**src/rtl/axis_frame_rr_arbiter.sv**
```systemverilog
// Frame-aware round-robin arbiter: locks one AXI-Stream source per frame and
// feeds its beats through a single-entry output register, counting frames.
module axis_frame_rr_arbiter #(
    parameter int NUM_SRC = 4,
    parameter int DATA_W  = 8,
    parameter int CNT_W   = 5
) (
    input  logic                        clk,
    input  logic                        reset,
    input  logic [NUM_SRC*DATA_W-1:0]   s_data,
    input  logic [NUM_SRC-1:0]          s_valid,
    input  logic [NUM_SRC-1:0]          s_last,
    output logic [NUM_SRC-1:0]          s_ready,
    output logic [DATA_W-1:0]           m_data,
    output logic                        m_valid,
    output logic                        m_last,
    input  logic                        m_ready,
    output logic [2:0]                  grant,
    output logic                        busy,
    output logic [CNT_W-1:0]            frame_cnt,
    output logic                        dbg_state
);

    // Handshake: a beat moves on a rising edge where valid and ready are both
    // high; ready may depend combinationally on downstream m_ready.
    typedef enum logic {
        ST_IDLE   = 1'b0,
        ST_LOCKED = 1'b1
    } state_t;

    localparam logic [2:0] LAST_IDX = 3'(NUM_SRC - 1);

    state_t              r_state;
    state_t              w_state_nxt;
    logic [2:0]          r_grant;
    logic [2:0]          w_grant_nxt;
    logic [2:0]          r_last_grant;
    logic [2:0]          w_sel;
    logic [DATA_W-1:0]   r_m_data;
    logic                r_m_valid;
    logic                r_m_last;
    logic [CNT_W-1:0]    r_frame_cnt;
    logic [NUM_SRC-1:0]  w_s_ready;
    logic                w_g_valid;
    logic                w_g_last;
    logic [DATA_W-1:0]   w_g_data;
    logic                w_out_free;
    logic                w_accept;

    assign w_out_free = !r_m_valid || m_ready;

    always_comb begin : p_next
        int v_dist;
        int v_best;
        w_state_nxt = r_state;
        w_grant_nxt = r_grant;
        w_s_ready   = '0;
        w_g_valid   = 1'b0;
        w_g_last    = 1'b0;
        w_g_data    = '0;
        w_sel       = '0;
        v_best      = NUM_SRC;
        v_dist      = 0;

        for (int i = 0; i < NUM_SRC; i++) begin
            if (r_grant == 3'(i)) begin
                w_g_valid    = s_valid[i];
                w_g_last     = s_last[i];
                w_g_data     = s_data[i*DATA_W +: DATA_W];
                w_s_ready[i] = (r_state == ST_LOCKED) && w_out_free;
            end
        end

        // Rotating priority: distance of each requester past the last winner.
        for (int j = 0; j < NUM_SRC; j++) begin
            v_dist = j - int'(r_last_grant) - 1;
            if (v_dist < 0) v_dist = v_dist + NUM_SRC;
            if (s_valid[j] && (v_dist < v_best)) begin
                v_best = v_dist;
                w_sel  = 3'(j);
            end
        end

        w_accept = (r_state == ST_LOCKED) && w_g_valid && w_out_free;

        case (r_state)
            ST_IDLE: begin
                if (|s_valid) begin
                    w_state_nxt = ST_LOCKED;
                    w_grant_nxt = w_sel;
                end
            end
            ST_LOCKED: begin
                if (w_accept && w_g_last) w_state_nxt = ST_IDLE;
            end
            default: w_state_nxt = ST_IDLE;
        endcase
    end

    always_ff @(posedge clk or posedge reset) begin
        if (reset) begin
            r_state      <= ST_IDLE;
            r_grant      <= '0;
            r_last_grant <= LAST_IDX;
            r_m_data     <= '0;
            r_m_valid    <= 1'b0;
            r_m_last     <= 1'b0;
            r_frame_cnt  <= '0;
        end else begin
            r_state <= w_state_nxt;
            r_grant <= w_grant_nxt;
            if (w_accept) begin
                r_m_data  <= w_g_data;
                r_m_last  <= w_g_last;
                r_m_valid <= 1'b1;
                if (w_g_last) begin
                    r_frame_cnt  <= r_frame_cnt + 1'b1;
                    r_last_grant <= r_grant;
                end
            end else if (r_m_valid && m_ready) begin
                r_m_valid <= 1'b0;
            end
        end
    end

    assign s_ready   = w_s_ready;
    assign m_data    = r_m_data;
    assign m_valid   = r_m_valid;
    assign m_last    = r_m_last;
    assign grant     = r_grant;
    assign busy      = (r_state == ST_LOCKED);
    assign frame_cnt = r_frame_cnt;
    assign dbg_state = r_state;

endmodule

```
**config.mk**
```make
export PLATFORM = sky130hd
export DESIGN_NAME = axis_frame_rr_arbiter
export DESIGN_NICKNAME = d
export VERILOG_FILES = /design/src/rtl/axis_frame_rr_arbiter.sv
export SDC_FILE = /design/constraint.sdc
export NUM_CORES = 1
export LEC_CHECK = 0
export ABC_AREA = 1
export BUFFER_PORTS_ARGS = -buffer_cell sky130_fd_sc_hd__buf_2
export CAP_MARGIN = 20
export CELL_PAD_IN_SITES_DETAIL_PLACEMENT = 1
export CELL_PAD_IN_SITES_GLOBAL_PLACEMENT = 1
export CORE_MARGIN = 4
export CORE_UTILIZATION = 36
export CTS_CLUSTER_SIZE = 12
export DETAILED_ROUTE_END_ITERATION = 8
export MAX_ROUTING_LAYER = met4
export PLACE_DENSITY = 0.88
export SLEW_MARGIN = 25
export SYNTH_ARGS = -nofsm -noshare
export SYNTH_HDL_FRONTEND = slang
export SYNTH_SLANG_ARGS = --single-unit
```
**constraint.sdc**
```tcl
create_clock -name clk -period 9.3 [get_ports clk]
set_input_delay 0.465 -clock clk [delete_from_list [all_inputs] [get_ports clk]]
set_output_delay 0.465 -clock clk [all_outputs]
set_load 0.02 [all_outputs]
```
* Word level (Yosys, flattened, before mapping)
Index checks and enable logic that the tools add are counted.
** Word-level totals
- Output and inout port bits :: 24
- Word-level logic and storage cells :: 79
- Flip-flop bits (word level) :: 22
** Cells by class
- Muxes and demuxes :: 31
- $lt $le $gt $ge :: 8
- Add/sub/neg operators :: 13
- Bitwise gates (word level) :: 1
- Equal/unequal tests :: 3
- Reduce and logical (&&, ||, !) cells :: 16
** Operators by type and width (count)
- $mux W32 :: 7
- $lt A32 B32 Y1 :: 3
- $lt A32 B4 Y1 const B :: 1
- $mux W8 :: 4
- $add A5 B4 Y6 const B :: 4
- $lt A5 B1 Y1 const B :: 4
- $sub A4 B2 Y5 const B :: 4
- $mux W1 :: 17
- $logic_and A1 B1 Y1 :: 9
- $sub A1 B3 Y4 const A :: 2
- $sub A2 B3 Y4 const A :: 2
- $eq A3 B2 Y1 const B :: 2
- $mux W3 :: 2
- $add A5 B1 Y5 const B :: 1
- $reduce_and A2 Y1 :: 2
- $reduce_or A4 Y1 :: 1
- $eq A3 B1 Y1 const B :: 1
- $logic_not A3 Y1 :: 1
- $pmux W1 S2 :: 1
- $reduce_bool A2 Y1 :: 1
- $logic_not A1 Y1 :: 1
- $logic_or A1 B1 Y1 :: 1
- $not A1 Y1 :: 1

* Longest topological paths before layout
- Depth in word-level cells :: 16
- Gate-level depth with buffers :: 37
- Depth with buffers taken out :: 37

* Worst setup path after synthesis
Ideal clock, no wire load.
- Kind :: flip-flop to flip-flop
- Start :: register r_last_grant[0]
- End :: register r_grant[1], in the netlist grant[1]
- Data arrival time :: 3.903 ns
- Path buffers :: 0
- Stages on the path, launching flop included :: 31
- Slack :: 5.324 ns
- Period minus slack after synthesis :: 3.976 ns
- Setup time :: 0.073 ns
- Data required time :: 9.227 ns
- Cell sequence :: dfstp_2 > inv_1 > ha_1 > ha_1 > nor2_4 > inv_1 > or2_2 > ha_1 > a21oi_1 > nand2_1 > nand2_1 > nand2_1 > nand2_1 > nand2_1 > inv_1 > nand2_1 > o21ai_0 > inv_1 > ha_1 > a21oi_1 > nand2_1 > nand2_1 > nand2_2 > nand2_1 > o21ai_0 > ha_1 > nand2_1 > nand2_1 > nand2_2 > nand2_2 > a21oi_2
** On the way
- Word-level cells in the longest chain between the ends :: 16
** Ends and longest elaborated chain
- start, declared :: line 37 : logic [2:0] r_last_grant;
- start signal, assigned :: line 118 : r_last_grant <= r_grant;
- $sub A1 B3 Y4 :: line 76 : v_dist = j - int'(r_last_grant) - 1;
- $sub A4 B2 Y5 :: line 76
- $add A5 B4 Y6 / $lt A5 B1 Y1 (equally long branches) :: line 77 : if (v_dist < 0) v_dist = v_dist + NUM_SRC;
- $mux W32 :: line 77
- $lt A32 B4 Y1 :: line 78 : if (s_valid[j] && (v_dist < v_best)) begin
- $logic_and A1 B1 Y1 :: line 78
- $mux W32 :: line 78
- $lt A32 B32 Y1 :: line 78
- $logic_and A1 B1 Y1 :: line 78
- $mux W32 :: line 78
- $lt A32 B32 Y1 :: line 78
- $logic_and A1 B1 Y1 :: line 78
- $mux W32 :: line 78
- $lt A32 B32 Y1 :: line 78
- $logic_and A1 B1 Y1 :: line 78
- $mux W3 (*) :: line 78
- end signal, assigned :: line 111 : r_grant <= w_grant_nxt;
- end, declared :: line 35 : logic [2:0] r_grant;
Every way passes the cells marked *; elsewhere a longest branch is shown, timed or not.
A chain may end at the register's enable or synchronous reset.

* Worst setup path in the final report
- Start :: register r_last_grant[0]
- End :: register r_grant[0], in the netlist grant[0]
The elaborated chain is that of the path after synthesis.

==> metrics.md <==
| Metric | Value |
|---|---|
| Starting utilization of the core area | 38.3% |
| Final setup TNS | 0 ns |
| Area growth, synth to finish | 24.0% |
| Aggregate global-route resource usage | 18.1% |
| Category of the worst setup path launch point | flip-flop |
| Clock period minus worst slack | 4.44 ns |
| Yosys cell types | 28 |
| Number of synthesis warnings | 0 |
| Fmax | 225 MHz |
| Clock transition at the registers of the reported paths | 0.07 ns |
| Transition time at the pin with the least slew margin | 0.763 ns |
| Commonest cells post-synth | nand2_1 (90), inv_1 (32), ha_1 (22), dfrtp_1 (18) |
| Core area | 4470 µm² |
| Yosys top cell area share | 26.3% |
| Power after layout | 0.000829 W |
| Tightest slew margin relative to the limit | 49.1% |
| Category of the worst setup path capture point | flip-flop |
| Setup slack of the critical path after layout | 4.86 ns |
| Part of the total power dissipated in the clock network | 6.9% |
| Wire length of the first global-routing pass | 8.73 mm |
| Vias after detailed routing | 1805 |
| Diode count | 0 |
| Most frequent cell after synthesis | nand2_1 |
| Site Rows | 24 |
| Total of cells resized after clock tree synthesis | 0 |
| Combined buffer and inverter count along the critical path | 4 |
| Number of filler instances in the final layout | 610 |
| Number of top-level pins | 67 |
| Delay of the slowest critical-path stage | 0.58 ns |
| Largest net degree at the start of global routing | 21 |
| Avg Cell Area, Syn | 6.80 µm² |
| Number of buffers inserted during clock tree synthesis | 3 |
| Maximum Capacitance Violations | 0 |
| Drt first pass iters | 4 |
| Total placed instance area | 2080 µm² |
| Capture point of the worst reg-to-reg path | grant[0] |
| Top FF cell, synth | dfrtp_1 |
| Worst endpoint required time | 9.48 ns |
| Detailed-route wire length per cell | 14.0 µm |
| Routed wire length | 5.16 mm |
| Hold Violations, Final | 0 |
| Largest vdd supply drop | 142 µV |
| Worst path arrival time | 4.62 ns |
| Crit-path slowest cell | dfstp_2 |
| Worst setup slack for register-to-register paths | 4.86 ns |
| Post-cts hold buffer count | 0 |
| Vias in the first global route | 1896 |
| Final period utilization | 47.7% |
| Final setup violation count | 0 |
| Result of the run | completed |
| Clock root buffer | clkbuf_8 |
| Source of the worst register-to-register timing path | r_last_grant[0] |
| P_int | 0.000368 W |
| Cell type with the highest aggregate area in the netlist | dfrtp_1 |
| Total global routing overflow | 0 |
| Seq pwr share | 21.6% |
| Antenna Violating Nets Remaining | 0 |
| Worst setup skew after layout | 0.00734 ns |
| Cell family with most CP delay | simple AND/OR/NAND/NOR gates |
| Maximum level of the CTS H-tree | 1 |
| Chip Height | 77.0 µm |
| Number of enable-type register cells in the synthesized netlist | 0 |
| Areal power density over the cells | 390 nW/µm² |
| Leakage dissipation | 1.25 nW |
| Unrepaired setup endpoints after global routing | false |
| Largest buffer count on any clock path | 2 |
| Register bit count reported by yosys | 20 |
| Origin of the worst setup path | r_last_grant[0] |
| Sw frac | 55.6% |
| Via count normalized by instance count | 4.89 |
| Type of the worst setup path | reg2reg |
| Netlist area before placement | 1710 µm² |
| Worst min path class | in2async |
| Switching power | 0.000461 W |
| Layout cells sized above 1 | 26.8% |
| HPWL after detailed placement | 4.37 mm |
| Final slew viol count | 0 |
| Net count reported at finish | 383 |
| Die ar. | 5930 µm² |
| Antenna violations before repair | 0 |
| Port-buffer cells | 65 |
| Largest cells by area after synthesis | dfrtp_1 (26%), nand2_1 (20%), ha_1 (16%) |
| Count of unresolved DRC violations after routing | 0 |
| Last weighted congestion value of the routability-driven placer | 0.778 |
| Clock tree sinks | 20 |
| Number of instances in the synthesized netlist | 252 |
| Clock latency of the later-clocked register in the worst-skew pair | 0.25 ns |
| Biggest fanout along the worst timing path | 7 |
| Logic depth of the worst register-to-register path | 30 |
| Proportion of synthesized chip area in sequential cells | 29.3% |
| Cell area after layout | 2130 µm² |
| Overall die width | 77.0 µm |
| Pre-CTS setup slack | 4.86 ns |
| Synth async-reset ratio | 100% |
| Most numerous cell on the critical path | nand2_1 |
| Post-CTS setup repair buffer count | 0 |
| Number of violations reported at the end of detailed-routing iteration 0 | 44 |
| CTS tree | yes |
| Combinational power share | 71.5% |
==> area by class of cell <==
class,instances,area (µm²),area share (%)
Tap cell,52,65.1,3.06
Inverter,38,143,6.71
Clock buffer,4,45.0,2.12
Multi-Input combinational cell,190,1040,49.1
Timing Repair Buffer,65,325,15.3
Sequential cell,20,503,23.7
==> power by group through the flow <==
stage | clock, W | sequential [W] | combinational [W]
5_1_grt | 0.0000634 | 0.000187 | 0.000683
2_1_floorplan | 0 | 0.000206 | 0.000401
3_3_place_gp | 0 | 0.000180 | 0.000571
6_report | 0.0000572 | 0.000179 | 0.000593
4_1_cts | 0.0000587 | 0.000179 | 0.000602
3_5_place_dp | 0 | 0.000181 | 0.000599
==> logic make-up (layout without fill, tap and decap cells) <==
kind of cell | after synthesis | count (layout) | synth area share, %
buf+inv | 43 | 107 | 9.93
fa+ha+maj | 22 | 22 | 16.1
simple gates | 135 | 135 | 33.4
xor+xnor | 5 | 5 | 2.55
flops | 20 | 20 | 29.3
other cells | 1 | 2 | 0.219
compound gates | 26 | 26 | 8.47
==> placed cells by master (no fill, tap or decap), types with 3 or more instances in the layout <==
master / n
a21oi_1: 5
buf_2: 65
clkbuf_8: 3
dfrtp_1: 18
ha_1: 22
inv_1: 32
inv_2: 5
nand2_1: 90
nand2_2: 4
nand3_1: 12
nand4_1: 8
nor2_1: 16
o21ai_0: 16
xnor2_1: 4
==> state kept, by name (all words and copies together) (netlist names) <==
signal / cells
grant: 2
frame_cnt: 5
r_last_grant: 2
busy: 1
m_data: 8
m_last: 1
m_valid: 1
==> metrics by stage <==
stage          utilization (%)  std cells  hold slack, ns
6_report                  47.5        369           0.342
5_1_grt                   47.5        369           0.399
4_1_cts                   47.5        369           0.361
3_5_place_dp              46.5        365           0.466
3_3_place_gp              46.5        365           0.455
2_1_floorplan                -        253           0.427
==> routing by layer <==
layer	global-route usage, %	part of all wire (%)
met1	24.1	48
met2	29.4	47
met3	2.46	5.0
met4	4.09	0.74
met5	-	0
==> worst max-delay path by stage <==
stage,endpoint,cells past startpoint
global route,grant[0],30
global placement,grant[0],32
detailed placement,grant[0],34
CTS,grant[0],34
floorplan,grant[1],30
finish,grant[0],30
No activity file was read; power rests on OpenSTA's default activity.
